`src/rtl/command_receiver.sv`:
```
// UART (8N1, LSB first) receiver plus two-byte command parser: a HEADER byte followed
// by a data byte produces a one-cycle write of that data byte.
//
// state      | meaning
// RX_IDLE    | line idle, waiting for a falling edge on rx_s
// RX_START   | half-bit wait to the middle of the start bit
// RX_DATA    | sampling 8 data bits, one per bit period
// RX_STOP    | waiting to sample the middle of the stop bit
// RX_RECOVER | stop bit was low, waiting for the line to return high
// P_WAIT_HDR | parser expects a HEADER byte
// P_WAIT_DAT | parser expects the data byte of a frame
module command_receiver #(
  parameter int          CLKS_PER_BIT = 868,
  parameter logic [7:0]  HEADER       = 8'hC3
) (
  input  logic       clk,
  input  logic       reset,
  input  logic       rx,
  output logic       write,
  output logic [7:0] write_register,
  output logic       frame_error,
  output logic       busy
);

  localparam int            CW      = $clog2(CLKS_PER_BIT) + 1;
  localparam logic [CW-1:0] FULL_LD = CW'(CLKS_PER_BIT - 1);
  localparam logic [CW-1:0] HALF_LD = CW'(CLKS_PER_BIT / 2 - 1);

  typedef enum logic [2:0] {RX_IDLE, RX_START, RX_DATA, RX_STOP, RX_RECOVER} rx_state_t;
  typedef enum logic {P_WAIT_HDR, P_WAIT_DAT} p_state_t;

  rx_state_t     rx_state, rx_next;
  p_state_t      p_state, p_next;
  logic          rx_meta, rx_s;
  logic [CW-1:0] cnt;
  logic [2:0]    bit_cnt;
  logic [7:0]    shreg;
  logic          byte_valid;
  logic          tick, shift_en, byte_ok, stop_bad, wr_en;

  always_ff @(posedge clk) begin
    if (reset) begin
      rx_meta <= 1'b1;
      rx_s    <= 1'b1;
    end else begin
      rx_meta <= rx;
      rx_s    <= rx_meta;
    end
  end

  assign tick = (cnt == '0);

  always_ff @(posedge clk) begin
    if (reset) rx_state <= RX_IDLE;
    else       rx_state <= rx_next;
  end

  always_comb begin
    rx_next = rx_state;
    case (rx_state)
      RX_IDLE:    if (!rx_s) rx_next = RX_START;
      RX_START:   if (tick) rx_next = rx_s ? RX_IDLE : RX_DATA;
      RX_DATA:    if (tick && bit_cnt == 3'd7) rx_next = RX_STOP;
      RX_STOP:    if (tick) rx_next = rx_s ? RX_IDLE : RX_RECOVER;
      RX_RECOVER: if (rx_s) rx_next = RX_IDLE;
      default:    rx_next = RX_IDLE;
    endcase
  end

  always_comb begin
    shift_en = (rx_state == RX_DATA) && tick;
    byte_ok  = (rx_state == RX_STOP) && tick && rx_s;
    stop_bad = (rx_state == RX_STOP) && tick && !rx_s;
  end

  // Counter reloads on every state change and between data bits, so it never wraps.
  always_ff @(posedge clk) begin
    if (reset) begin
      cnt         <= '0;
      bit_cnt     <= '0;
      shreg       <= '0;
      byte_valid  <= 1'b0;
      frame_error <= 1'b0;
    end else begin
      byte_valid  <= byte_ok;
      frame_error <= stop_bad;
      if (rx_next != rx_state)
        cnt <= (rx_next == RX_START) ? HALF_LD : FULL_LD;
      else if (shift_en)
        cnt <= FULL_LD;
      else if (!tick)
        cnt <= cnt - CW'(1);
      if (rx_state == RX_IDLE && !rx_s)
        bit_cnt <= '0;
      else if (shift_en)
        bit_cnt <= bit_cnt + 3'd1;
      if (shift_en)
        shreg <= {rx_s, shreg[7:1]};
    end
  end

  always_ff @(posedge clk) begin
    if (reset) p_state <= P_WAIT_HDR;
    else       p_state <= p_next;
  end

  always_comb begin
    p_next = p_state;
    case (p_state)
      P_WAIT_HDR: if (byte_valid && shreg == HEADER) p_next = P_WAIT_DAT;
      P_WAIT_DAT: if (byte_valid || frame_error) p_next = P_WAIT_HDR;
      default:    p_next = P_WAIT_HDR;
    endcase
  end

  always_comb begin
    wr_en = (p_state == P_WAIT_DAT) && byte_valid;
  end

  // byte_valid keeps busy high across the hand-off from receiver to parser.
  always_ff @(posedge clk) begin
    if (reset) begin
      write          <= 1'b0;
      write_register <= 8'h00;
      busy           <= 1'b0;
    end else begin
      write <= wr_en;
      if (wr_en) write_register <= shreg;
      busy <= (rx_state != RX_IDLE) || (p_state == P_WAIT_DAT) || byte_valid;
    end
  end

endmodule
```
`config.mk`:
```
export PLATFORM = sky130hd
export DESIGN_NAME = command_receiver
export DESIGN_NICKNAME = d
export VERILOG_FILES = /design/src/rtl/command_receiver.sv
export SDC_FILE = /design/constraint.sdc
export NUM_CORES = 1
export LEC_CHECK = 0
export BUFFER_PORTS_ARGS = -buffer_cell sky130_fd_sc_hd__buf_2
export CORE_MARGIN = 5
export CORE_UTILIZATION = 54
export DETAILED_ROUTE_END_ITERATION = 7
export GPL_TIMING_DRIVEN = 1
export PLACE_DENSITY = 0.81
export RECOVER_POWER = 100
export REMOVE_ABC_BUFFERS = 1
export SLEW_MARGIN = 15
export SYNTH_ARGS = -nofsm -noshare
export SYNTH_HDL_FRONTEND = slang
export SYNTH_SLANG_ARGS = --single-unit
```
`constraint.sdc`:
```
create_clock -name clk -period 2.3 [get_ports clk]
set_clock_uncertainty 0.1 [all_clocks]
set_input_delay 0.23 -clock clk [delete_from_list [all_inputs] [get_ports clk]]
set_output_delay 0.23 -clock clk [all_outputs]
set_load 0.01 [all_outputs]
```
* After elaboration in Yosys (flattened, before gate mapping) *
Index checks and enable logic that the tools add are counted.

storage, ports and cells
  register bits = 40

cells by class
  add/subtract/negate cells = 2
  equality and inequality tests = 9
  mux-type cells = 15
  bitwise gates (word level) = 1
  reduce and logical (&&, ||, !) cells = 16

operator list
  cell                                                number
  2-to-1 mux 11 bit                                   3
  2-to-1 mux 3 bit                                    6
  case mux 3 bit (5 select lines)                     1
  zero test 11 bit                                    1
  subtractor 11 x 1 -> 11 bit, second input constant  1
  2-to-1 mux 10 bit                                   1
  == test 8 bit, second input constant                1
  logical AND 1 bit                                   8
  == test 3 x 1 -> 1 bit, second input constant       2
  == test 3 x 2 -> 1 bit, second input constant       2
  == test 3 bit, second input constant                2
  adder 3 x 1 -> 3 bit, second input constant         1
  zero test 3 bit                                     1
  logical OR 1 bit                                    3
  != test 3 x 1 -> 1 bit, second input constant       1
  != test 3 bit                                       1
  nonzero test 3 bit                                  1
  2-to-1 mux 1 bit                                    2
  2-to-1 mux 2 bit                                    1
  case mux 1 bit (2 select lines)                     1
  OR reduction 2 bit                                  1
  zero test 1 bit                                     1
  inverter 1 bit                                      1

* Depth between registers and ports, before layout *
Gate-level depths: netlist of the first run.

  depth in word-level cells = 7
  mapped depth = 8
  mapped depth without buffers = 7

* Least setup slack after synthesis of the first run *
No wires, ideal clock.

  path kind = flip-flop to flip-flop
  start = register cnt[0]
  end = register cnt[5]
  data arrival time = 1.843 ns
  slack = 0.292 ns
  cell stages (with the launch flop) = 8
  buffers on the path = 0
  period minus slack after synthesis = 2.008 ns
  path through = dfxtp_1 > inv_1 > ha_1 > or3b_2 > nor4_4 > a311oi_1 > a31o_1 > a21oi_2

between the ends
  word-level cells in the longest chain between the ends = 6
  elaborated cells between the ends (all ways) = 13

RTL lines
  element                                                                       line  source
  start: declaration                                                            35    logic [CW-1:0] cnt;
  start signal: assignment                                                      88    cnt <= (rx_next == RX_START) ? HALF_LD : FULL_LD;
  start signal: assignment                                                      92    cnt <= cnt - CW'(1);
  zero test 11 bit                                                              51    assign tick = (cnt == '0);
  logical AND 1 bit                                                             63    RX_DATA: if (tick && bit_cnt == 3'd7) rx_next = RX_STOP;
  2-to-1 mux 3 bit                                                              63
  case mux 3 bit (5 select lines)                                               60    case (rx_state)
  != test 3 bit                                                                 87    if (rx_next != rx_state)
  != test 3 x 1 -> 1 bit (no line) / 2-to-1 mux 11 bit (equally long branches)  -

Several ways; a longest one is shown, not always the timed one. The select of a mux whose other input is x is not followed.
A chain may end at the register's enable or synchronous reset.

* Worst setup path in the final report of the first run *
  start = register cnt[0]
  end = register cnt[1]

between the ends
  word-level cells in the longest chain between the ends = 7
  elaborated cells between the ends (all ways) = 15

RTL lines
  element                          line
  zero test 11 bit                 51
  logical AND 1 bit                63
  2-to-1 mux 3 bit                 63
  case mux 3 bit (5 select lines)  60
  == test 3 x 1 -> 1 bit           88
  2-to-1 mux 10 bit                88
  2-to-1 mux 11 bit                87

Several ways; a longest one is shown, not always the timed one. The select of a mux whose other input is x is not followed.

==> results.cfg, run 1 <==
[critical_path]
crit_required_ns = 2.43
cp.arrival_ns = 2.32
regToRegSetupSlack_ns = 0.11
crit_path_end = cnt[1]$_SDFFE_PP0P_
critical_path_buf_inv_count = 2
crit_chain = inv_1, ha_1, or3b_2, nor3_4, buf_4, nand3_1, a31oi_1, nor2_1
crit_start = cnt[0]$_SDFFE_PP0P_
r2r_end = cnt[1]$_SDFFE_PP0P_
reg2reg_from = cnt[0]$_SDFFE_PP0P_
cp-end-kind = flip-flop
ff2ff_path_depth = 8
crit_type = flip-flop to flip-flop
critical_path.slowest_cell = or3b_2
start_kind = flip-flop
cp_max_fo = 5
slowest_delay_ns = 0.54
crit_family = simple AND/OR/NAND/NOR gates
crit_cells = 8

[clocking]
clkLatencyLatePin_ns = 0.37
clockBufferDepth = 2
cts_tree = done
cts_root_buf = clkbuf_4
clk_pin_slew_worst_paths_ns = 0.12
htreeDepth = 2
clock_sinks = 40
cts_buffers = 5

[timing]
relSlewSlack = 0.584
min_period_over_period = 0.951
hold_viol = 0
setup_tns_ns = 0
fin_crit_ns = 2.19
maxSlewViolCount = 0
holdWs_ns = 0.264
max_slew.worst_pin.slew_ns = 0.624
setup_slack_ns = 0.112
setup_violations = 0
clock.fmax_mhz = 457

[floorplanning]
core_sq_mm = 0.00308
die_h_microns = 66.7
rows = 20
die_w_microns = 66.7
pin_count = 14
initial_core_util = 0.564
die-area_sq_mm = 0.00445

[place]
hpwlAfterDp_microns = 2450
gp_congestion = 0.839
io_buffers = 13
placed_cells = 257
pre_cts_slack_ns = 0.173

[yosys]
syn_avg_cell_area_sq_um = 8.34
synth_adder_area_share = 0.0216
synth_top_family_by_area = simple AND/OR/NAND/NOR gates
yosysWarnings = 0
synth_area_leaders = dfxtp_1 46%, nand2_1 11%, a21oi_1 6.6%
synth-seq-cells = 40
synthCells = 208
synth_compound_area_frac = 0.157
synth_edf_count = 0
synth_top_area_cell = dfxtp_1
yosysUniqueCellTypes = 42
synth-simple-area-share = 0.291
netlist.area_leader.share = 0.461
syn-cell-area_sq_mm = 0.00174
synth_ff_type = dfxtp_1
synthMuxAreaShare = 0.00577
synth_xor_area_frac = 0.0303
yosysSeqAreaShare = 0.461
async_flop_share = 0

[flow_run]
cap_violations = 0

[routing]
wl_per_cell_microns = 13.0
drt_iter0_drc = 96
drt_wl_total_microns = 3460
drc = 0
via_per_inst = 5.51
first_pass_iters = 5
ant_nets = 0
vias = 1470

[global_routing]
grt_max_degree = 38
grt.overflow.total = 0
grt_pass1_vias = 1407
grt_antenna_before_repair = 0
grt_pass1_wl_microns = 6170
grt.total_usage = 0.182

[hold_path]
hold_class = input pin to flip-flop
holdCritStartpoint = reset

[cells_and_area]
layout.nets = 228
stdcell_count = 267
area_growth_pct = 11.0
fillers = 278
drive_gt1_frac = 0.103
antenna_cells = 0

[power]
p_per_area_mw_per_mm2 = 1120
peakVddDrop_v = 0.000677
total_power_mw = 2.17
p_leak_nw = 0.675

[run_status]
status = finished, final reports clean
-- per-layer routing --
| metal | GRT usage | vias up | wire length, microns |
|---|---|---|---|
| met1 | 0.234 | 693 | 1700 |
| met2 | 0.287 | 20 | 1570 |
| met4 | 0.0635 | 0 | 48 |
| met3 | 0.0556 | 6 | 144 |
| met5 | 0 | - | 0 |
| li1 | - | 751 | - |
-- registers in the layout, summed over array words and instances (netlist names) --
register / cells
rx_meta: 1
shreg: 8
byte_valid: 1
rx_s: 1
write_register: 8
cnt: 11
busy: 1
rx_state: 3
write: 1
bit_cnt: 3
p_state: 1
frame_error: 1
-- synth_stat cells (all sizes together) (2+ instances only) --
cell type  instances
or3b               2
nor4               2
a21o               2
or3                4
a31oi              3
ha                 3
dfxtp             40
nand2             50
nor2              12
inv                3
a211oi             5
o21ai              4
nor3b              2
nor2b              2
nor3               9
or2                2
buf                5
a21oi             24
clkbuf             5
or4                2
nand3              7
a311oi             2
xnor2              5
-- power breakdown --
part / leakage [nW] / switching (mW) / internal (mW) / total (mW)
sequential: 0.325 / 0.121 / 0.777 / 0.898
combinational: 0.301 / 0.409 / 0.357 / 0.766
clock: 0.0484 / 0.243 / 0.260 / 0.504
total: 0.675 / 0.773 / 1.39 / 2.17
-- cell usage in the layout (no fill, tap or decap), types with 2 or more instances in the layout --
master	n
o21ai_0	2
clkbuf_1	11
or2_2	2
a311oi_1	2
clkbuf_4	6
xnor2_1	5
a211oi_1	5
a31oi_1	3
o21ai_1	2
nand3_1	7
a21oi_1	23
ha_1	3
inv_1	3
a21o_1	2
nor3_1	8
nor2b_1	2
nand2_1	50
dfxtp_1	40
or3b_2	2
nor2_1	12
buf_2	2
or3_1	4
-- layout make-up --
type	instances	area (sq um)	area share
multi-input cells	155	882	0.458
clock buffers	6	51.3	0.0266
well taps	44	55.1	0.0286
repair buffers	17	87.6	0.0455
clock inverters	2	38.8	0.0201
flip-flops and latches	40	801	0.416
inverters	3	11.3	0.00584
-- stage by stage --
stage	util	area [sq um]
finish	0.626	1930
global route	0.626	1930
CTS	0.625	1920
detailed placement	0.593	1820
global placement	0.593	1820
floorplan	-	1690
-- how the worst min path moves through the flow --
stage | to | slack [ns] | cells after the start
floorplan | cnt[5]$_SDFFE_PP0P_ | 0.19 | 1
global placement | rx_s$_SDFF_PP1_ | 0.29 | 1
detailed placement | rx_s$_SDFF_PP1_ | 0.30 | 1
CTS | write$_SDFF_PP0_ | 0.26 | 2
global route | cnt[1]$_SDFFE_PP0P_ | 0.30 | 2
finish | write$_SDFF_PP0_ | 0.26 | 2
-- timing repair --
action | in CTS | in global routing
hold endpoints to repair | 1 | 0
gates resized for setup | 0 | 2
endpoints found under the setup margin | 0 | 4
buffers inserted | 0 | 1
hold buffers | 1 | 0
-- cell families (layout without fill, tap and decap cells) --
logic type                 after synthesis  after routing
and+or+nand+nor                        100            100
adders and majority gates                3              3
xor gates and xnor gates                 6              6
muxes                                    1              1
buffers and inverters                   13             28
DFF                                     40             40
AOI/OAI and AO/OA                       45             45
No activity file was read; power rests on OpenSTA's default activity.
==> inputs of run 2 (changes only) <==
--- a/config.mk
+++ b/config.mk
@@ -6,11 +6,10 @@
 export NUM_CORES = 1
 export LEC_CHECK = 0
 export BUFFER_PORTS_ARGS = -buffer_cell sky130_fd_sc_hd__buf_2
-export CORE_MARGIN = 5
-export CORE_UTILIZATION = 54
+export CORE_UTILIZATION = 35
 export DETAILED_ROUTE_END_ITERATION = 7
 export GPL_TIMING_DRIVEN = 1
-export PLACE_DENSITY = 0.81
+export PLACE_DENSITY = 0.59
 export RECOVER_POWER = 100
 export REMOVE_ABC_BUFFERS = 1
 export SLEW_MARGIN = 15
==> results.cfg, run 2 (same netlist as run 1, synthesis figures left out) <==
[clocking]
htreeDepth = 2
postCtsSetupBuffers = 0
cts_tree = done
cts_buffers = 5
clock_sinks = 40
clk_pin_slew_worst_paths_ns = 0.07
cts_root_buf = clkbuf_8
clkLatencyLatePin_ns = 0.29
clockBufferDepth = 2

[power]
p_leak_nw = 0.685
p_per_area_mw_per_mm2 = 1160
peakVddDrop_v = 0.000489

[place]
io_buffers = 13
hpwlAfterDp_microns = 2340
gp_congestion = 0.873
pre_cts_slack_ns = 0.170
placed_cells = 282

[routing]
ant_nets = 0
drc = 0
first_pass_iters = 4
wl_per_cell_microns = 11.7
drt_wl_total_microns = 3390
drt_iter0_drc = 104
vias = 1415
via_per_inst = 4.90

[timing]
setup_violations = 0
setup_slack_ns = 0.167
min_period_over_period = 0.927
clock.fmax_mhz = 469
setup_tns_ns = 0
hold_viol = 0
max_slew.worst_pin.slew_ns = 0.649
maxSlewViolCount = 0
relSlewSlack = 0.568
fin_crit_ns = 2.13
rsz0062_at_grt = false

[cells_and_area]
drive_gt1_frac = 0.108
top_register = cnt
largest_reg_flops = 11
area_growth_pct = 14.4
final_common_cell = nand2_1
mostFrequentLayoutCells = 50 x nand2_1, 40 x dfxtp_1, 23 x a21oi_1, 12 x nor2_1, 12 x clkbuf_1
fillers = 505
largestRegisters = cnt (11), shreg (8), write_register (8)
stdcell_count = 289
antenna_cells = 0
fin_util = 0.418
layout.nets = 228

[critical_path]
ff2ff_path_depth = 7
crit_required_ns = 2.37
regToRegSetupSlack_ns = 0.17
cp_max_fo = 11
r2r_end = bit_cnt[0]$_SDFFE_PP0P_
crit_type = flip-flop to flip-flop
crit_start = cnt[0]$_SDFFE_PP0P_
cp-end-kind = flip-flop
cp.arrival_ns = 2.20
reg2reg_from = cnt[0]$_SDFFE_PP0P_
start_kind = flip-flop

[run_status]
status = finished, final reports clean

[floorplanning]
core_sq_mm = 0.00475
die_h_microns = 72.4
initial_core_util = 0.365
pin_count = 14
rows = 25
die_w_microns = 72.4
die-area_sq_mm = 0.00524

[hold_path]
hold_class = input pin to flip-flop
hold_path_end = rx_meta$_SDFF_PP1_
holdCritStartpoint = rx
holdPathStages = 2

[global_routing]
grt_antenna_before_repair = 0
grt_pass1_wl_microns = 6180
grt.overflow.total = 0
grt.total_usage = 0.151
grt_pass1_vias = 1319
grt_max_degree = 38

[flow_run]
cap_violations = 0
-- run 2: cell types whose count changed in the layout (fill, tap and decap cells not counted), sizes merged --
cell / before / now
buf: 4 / 5
bufinv: 1 / 2
clkbuf: 18 / 17
clkinv: 1 / 0
dlygate4sd3: 1 / 0
-- run 2: stage by stage --
stage / area, sq um / hold slack (ns) / total power, mW
2_1_floorplan: 1690 / 0.192 / 1.50
3_3_place_gp: 1870 / 0.297 / 1.66
3_5_place_dp: 1870 / 0.297 / 1.65
4_1_cts: 2000 / 0.0169 / 2.33
5_1_grt: 1990 / 0.0211 / 2.48
6_report: 1990 / 0.0216 / 2.31
-- run 2: how the worst max path moves through the flow --
stage | to | slack, ns | cells past startpoint
finish | bit_cnt[0]$_SDFFE_PP0P_ | 0.17 | 7
global route | shreg[7]$_SDFFE_PP0P_ | 0.03 | 7
CTS | bit_cnt[0]$_SDFFE_PP0P_ | 0.15 | 7
detailed placement | bit_cnt[0]$_SDFFE_PP0P_ | 0.17 | 7
global placement | cnt[9]$_SDFFE_PP0P_ | 0.21 | 7
floorplan | cnt[5]$_SDFFE_PP0P_ | 0.08 | 7
-- run 2: routing by layer --
metal	global-route usage	vias up	routed length, microns
met5	0	-	0
met4	0.0523	0	57
met3	0.0417	5	92
met2	0.216	16	1420
met1	0.217	641	1820
li1	-	753	-
-- run 2: power by group --
part           switching (mW)  total, mW  internal [mW]
Combinational           0.416      0.755          0.339
Sequential              0.110      0.887          0.777
Clock                   0.240      0.667          0.427
-- run 2: repair_timing --
action | in CTS | in global routing
hold buffers | 0 | 0
gates resized for setup | 0 | 3
endpoints found under the setup margin | 0 | 6
-- run 2: worst max-delay path, cell delays in order, from the launching register on --
cell,delay (ns)
dfxtp_1,0.35
inv_1,0.10
ha_2,0.23
or3b_2,0.53
nor4_4,0.30
buf_4,0.22
xnor2_1,0.13
nor2_1,0.05
-- run 2: cell type report --
type	count	area [sq um]	area share
timing repair buffer	17	77.6	0.0391
clock inverter	2	60.1	0.0302
inverter	3	11.3	0.00567
clock buffer	5	68.8	0.0347
tap	67	83.8	0.0422
multi-input combinational	155	883	0.445
sequential	40	801	0.403
